--- config.mk ---
export PLATFORM = sky130hd
export DESIGN_NAME = dnn_weight_fetch
export DESIGN_NICKNAME = d
export VERILOG_FILES = /design/src/rtl/dnn_weight_fetch.sv
export SDC_FILE = /design/constraint.sdc
export NUM_CORES = 1
export LEC_CHECK = 0
export CORE_AREA = 2 2 283 285
export CTS_BUF_LIST = sky130_fd_sc_hd__clkbuf_8
export DETAILED_ROUTE_END_ITERATION = 16
export DIE_AREA = 0 0 285 287
export GPL_TIMING_DRIVEN = 0
export HOLD_SLACK_MARGIN = 0.08
export PLACE_DENSITY_LB_ADDON = 0.05
export RECOVER_POWER = 100
export SYNTH_ARGS = -nofsm -noshare
export SYNTH_HDL_FRONTEND = slang
export SYNTH_SLANG_ARGS = --single-unit
--- constraint.sdc ---
create_clock -name clk -period 20.8 [get_ports clk]
set_input_delay 2.08 -clock clk [delete_from_list [all_inputs] [get_ports clk]]
set_output_delay 2.08 -clock clk [all_outputs]
set_load 0.1 [all_outputs]
--- src/rtl/dnn_weight_fetch.sv ---
// Weight-line fetch stage: issues 64-byte line reads and assembles eight 64-bit
// beats into one line that is handed to the weight loader with a one-cycle pulse.
module dnn_weight_fetch #(
   parameter int ADDR_W = 64
) (
   input  logic              clk,
   input  logic              rst,
   input  logic              start,
   input  logic [ADDR_W-1:0] base_addr,
   input  logic              req_mem,
   output logic              mem_ready,
   output logic [63:0]       mem_data [7:0],
   output logic              rd_req_valid,
   input  logic              rd_req_ready,
   output logic [ADDR_W-1:0] rd_req_addr,
   input  logic              rd_rsp_valid,
   input  logic [63:0]       rd_rsp_data,
   output logic              busy,
   output logic [15:0]       lines_fetched
);

   typedef enum logic [2:0] {
      S_IDLE,
      S_REQ,
      S_RSP,
      S_READY,
      S_WAIT
   } state_t;

   state_t            state, state_nx;
   logic [ADDR_W-1:0] line_ptr;
   logic [2:0]        beat;
   logic              pending;
   logic              take_start;

   // A new stream is only accepted while no line is in flight.
   assign take_start = start && ((state == S_IDLE) || (state == S_WAIT));

   always_comb begin
      state_nx = state;
      case (state)
         S_IDLE:  if (start) state_nx = S_REQ;
         S_REQ:   if (rd_req_ready) state_nx = S_RSP;
         S_RSP:   if (rd_rsp_valid && (beat == 3'd7)) state_nx = S_READY;
         S_READY: state_nx = (pending || req_mem) ? S_REQ : S_WAIT;
         S_WAIT:  if (start || req_mem) state_nx = S_REQ;
         default: state_nx = S_IDLE;
      endcase
   end

   always_ff @(posedge clk or posedge rst) begin
      if (rst) begin
         state         <= S_IDLE;
         line_ptr      <= '0;
         beat          <= '0;
         pending       <= 1'b0;
         lines_fetched <= '0;
         for (int k = 0; k < 8; k++) mem_data[k] <= '0;
      end else begin
         state <= state_nx;

         if (take_start) begin
            line_ptr      <= base_addr & ~ADDR_W'(63);
            lines_fetched <= '0;
         end else if ((state == S_REQ) && rd_req_ready) begin
            line_ptr <= line_ptr + ADDR_W'(64);
            beat     <= '0;
         end

         // At most one loader request is remembered while a line is in flight.
         if (take_start || (state == S_READY))
            pending <= 1'b0;
         else if (((state == S_REQ) || (state == S_RSP)) && req_mem)
            pending <= 1'b1;

         if ((state == S_RSP) && rd_rsp_valid) begin
            mem_data[beat] <= rd_rsp_data;
            beat           <= beat + 3'd1;
         end

         if (state == S_READY)
            lines_fetched <= lines_fetched + 16'd1;
      end
   end

   assign rd_req_valid = (state == S_REQ);
   assign rd_req_addr  = line_ptr;
   assign mem_ready    = (state == S_READY);
   assign busy         = (state == S_REQ) || (state == S_RSP) || (state == S_READY);

endmodule

==> impl_metrics.yaml <==
route:
  vias_per_cell: 4.72
  finalWirelength_um: 88000
  drt-pass1-iter-count: 5
  drtIter0Drc: 757
  ant_nets: 0
  avgRoutedWirePerCell_um: 24.3
  num_vias: 17100
  drcViolationCount: 0
timing:
  setup_violations: 0
  timing.final.crit_share_pct: 44.9
  slew-limit-headroom_pct: -334
  min_period_ps: 9350
  maxSlewViolCount: 413
  hold_violations: 0
  finalClockSkew_ps: 48.8
  tightest_slew_ps: 6510
  fin_setup_tns_ps: 0
  rsz0062_at_grt: "false"
  setup_ws_ps: 11450
  timing.fmax_mhz: 107
clocking:
  clockBufferDepth: 3
  hold_buffers: 0
  cts_sinks: 593
  clk_pin_slew_ps: 50
  post_cts_buffers: 0
  clk_latency_ps: 720
  cts_buffers: 109
  h-tree-depth: 3
  root_buffer: "clkbuf_8"
  ctsResizeCount: 0
  tritoncts: "built"
worst_setup_path:
  max_stage_delay_ps: 4560
  r2r_cells: 7
  r2r_setup_slack_ps: 16210
  worstSetupPathType: "in -> async"
  crit_fanout: 117
  required_ps: 19980
  worstSetupStartpointType: "input port"
  r2r_end: "mem_data[39]"
  end_kind: "async pin"
  cp_cell_sequence: "dlygate4sd3_1 -> clkinvlp_2 -> clkbuf_1"
  critical-path-slowest-cell: "clkbuf_1"
  r2r_start: "state[0]"
  cp.arrival_ps: 8530
hold_path:
  whs_endpoint: "mem_data[41]"
  hold_path_depth: 1
  hold_path.class: "reg -> reg"
  hp-start: "mem_data[41]"
power_and_ir_drop:
  cellLeakagePower_nw: 17.0
  power.density_mw_per_mm2: 165
  fin_total_pwr_mw: 5.66
  ir_worst_vdd_mv: 0.102
die:
  start_util_pct: 30.3
  core-area_mm2: 0.0786
  die_width_um: 285
  row_count: 103
  dieArea_mm2: 0.0818
  die_h_um: 287
  ioPinCount: 729
finish:
  drive_gt1_share_pct: 26.4
  fin_nets: 2612
  area_growth_pct: 44.0
  fin_cells: 3614
  fin_area_mm2: 0.0342
grt:
  grt_max_degree: 119
  first_global_vias: 17900
  grt_pass1_wl_um: 128000
  grt.total_usage_pct: 21.2
  gr-total-overflow: 0
  grt-busiest-layer: "met2"
  use_met1_pct: 24.4
  use_met2_pct: 36.6
  antenna_found_initial: 10
  met3_usage_pct: 7.78
outcome:
  outcome: "finished with violations"
  violations: "max-capacitance violations, max-slew violations"
job:
  max-cap-violations: 7
logic_synthesis:
  synthTopCellsByArea: "dfrtp_1 62%, mux2_2 24%, nand2_1 1.5%"
  post-synth-top-area-cell: "dfrtp_1"
  netlist_top_cells_count: "593 x dfrtp_1, 506 x mux2_2, 93 x nand2_1"
  ys_seq_area_share_pct: 62.4
  ys_seq_elements: 593
  synth_top_area_share_pct: 62.4
  synth-async-reset-ratio_pct: 100
  syn_avg_cell_area_um2: 14.5
  yosys_warnings: 0
  synthCells: 1637
  synth_edf_count: 0
  ys_types: 61
  syn_area_mm2: 0.0238
  yosysMostFrequentCell: "dfrtp_1"
  synth_ff_type: "dfrtp_1"
place:
  port_buffers: 716
  place_hpwl_um: 64800
  pre_cts_ws_ps: 15730
  gp_congestion: 0.883
  post_dp_cell_area_mm2: 0.0324
  dp.cells: 3413
[area by class of cell]
class	count	area, um2
Timing Repair Buffer	721	7230
Multi-Input combinational cell	955	8360
Antenna cell	10	25.0
Buffer	83	345
Clock inverter	59	269
Sequential cell	593	14800
Clock buffer	132	1820
Inverter	11	42.5
Fill cell	7364	44400
Tap cell	1050	1310
[through the flow]
stage               hold slack (ps)  util (%)
global route                    501      43.6
CTS                             493      43.9
floorplan                       473         -
detailed placement              481      41.3
finish                          481      43.6
global placement                471      41.1
[placed cells by master, fill, tap and decap left out, types with 6 or more instances in the layout]
| cell type | netlist | final |
|---|---|---|
| nand4_1 | 27 | 27 |
| clkinv_2 | 0 | 9 |
| diode_2 | 0 | 10 |
| o211ai_1 | 14 | 14 |
| o311ai_0 | 12 | 12 |
| or3_1 | 7 | 7 |
| mux2_2 | 506 | 505 |
| dfrtp_1 | 593 | 593 |
| a21oi_1 | 23 | 23 |
| nor2_1 | 41 | 42 |
| and3_1 | 11 | 11 |
| nor4_1 | 9 | 10 |
| xor2_1 | 9 | 9 |
| mux2i_1 | 6 | 6 |
| nor3_1 | 14 | 16 |
| nand2_1 | 93 | 94 |
| xnor2_1 | 16 | 16 |
| conb_1 | 1 | 6 |
| dlygate4sd3_1 | 0 | 593 |
| nand3_1 | 41 | 42 |
| o21ai_0 | 41 | 42 |
| clkbuf_8 | 0 | 132 |
| inv_1 | 10 | 54 |
| mux2_1 | 6 | 7 |
| buf_4 | 32 | 6 |
| clkbuf_1 | 18 | 76 |
| clkdlybuf4s50_1 | 0 | 123 |
[cell families after synthesis]
group	share of synthesized area, %
other	0.0158
AO/OA/AOI/OAI	3.08
multiplexers	24.5
flip-flops	62.4
buffers and inverters	2.34
AND/OR/NAND/NOR	6.56
adder cells (fa/ha/maj)	0.210
XOR/XNOR	0.920
[worst max-delay path: cells and delay by family]
family / cells / cell delay [ps]
buf+inv: 3 / 6220
[worst max-delay path by stage]
stage                 startpoint               to  slack, ps  depth (start not counted)
finish                       rst  rd_req_addr[50]      11450                          3
global route                 rst  rd_req_addr[46]       9840                          3
CTS                     state[2]        mem_ready      15540                          5
detailed placement  rd_rsp_valid    mem_data[436]      15730                          6
global placement             rst    mem_data[436]      -5660                          2
floorplan                    rst          beat[0]       2120                          1
[sequential cells by signal (all words and copies together), names as in the netlist]
register,cells
state,3
lines_fetched,16
rd_req_addr,58
pending,1
mem_data,512
beat,3
[routing by layer]
metal | share of wire [%] | wire, um
met1 | 39 | 34000
met2 | 50 | 44300
met4 | 3.0 | 2620
met3 | 8.1 | 7090
met5 | 0.026 | 23
[where the power goes]
part / switching [mW] / leakage [nW] / internal (mW)
Sequential: 0.191 / 7.90 / 1.42
Combinational: 2.40 / 7.80 / 0.585
Clock: 0.499 / 1.25 / 0.570
Total: 3.09 / 17.0 / 2.57
No activity file was read; power rests on OpenSTA's default activity.
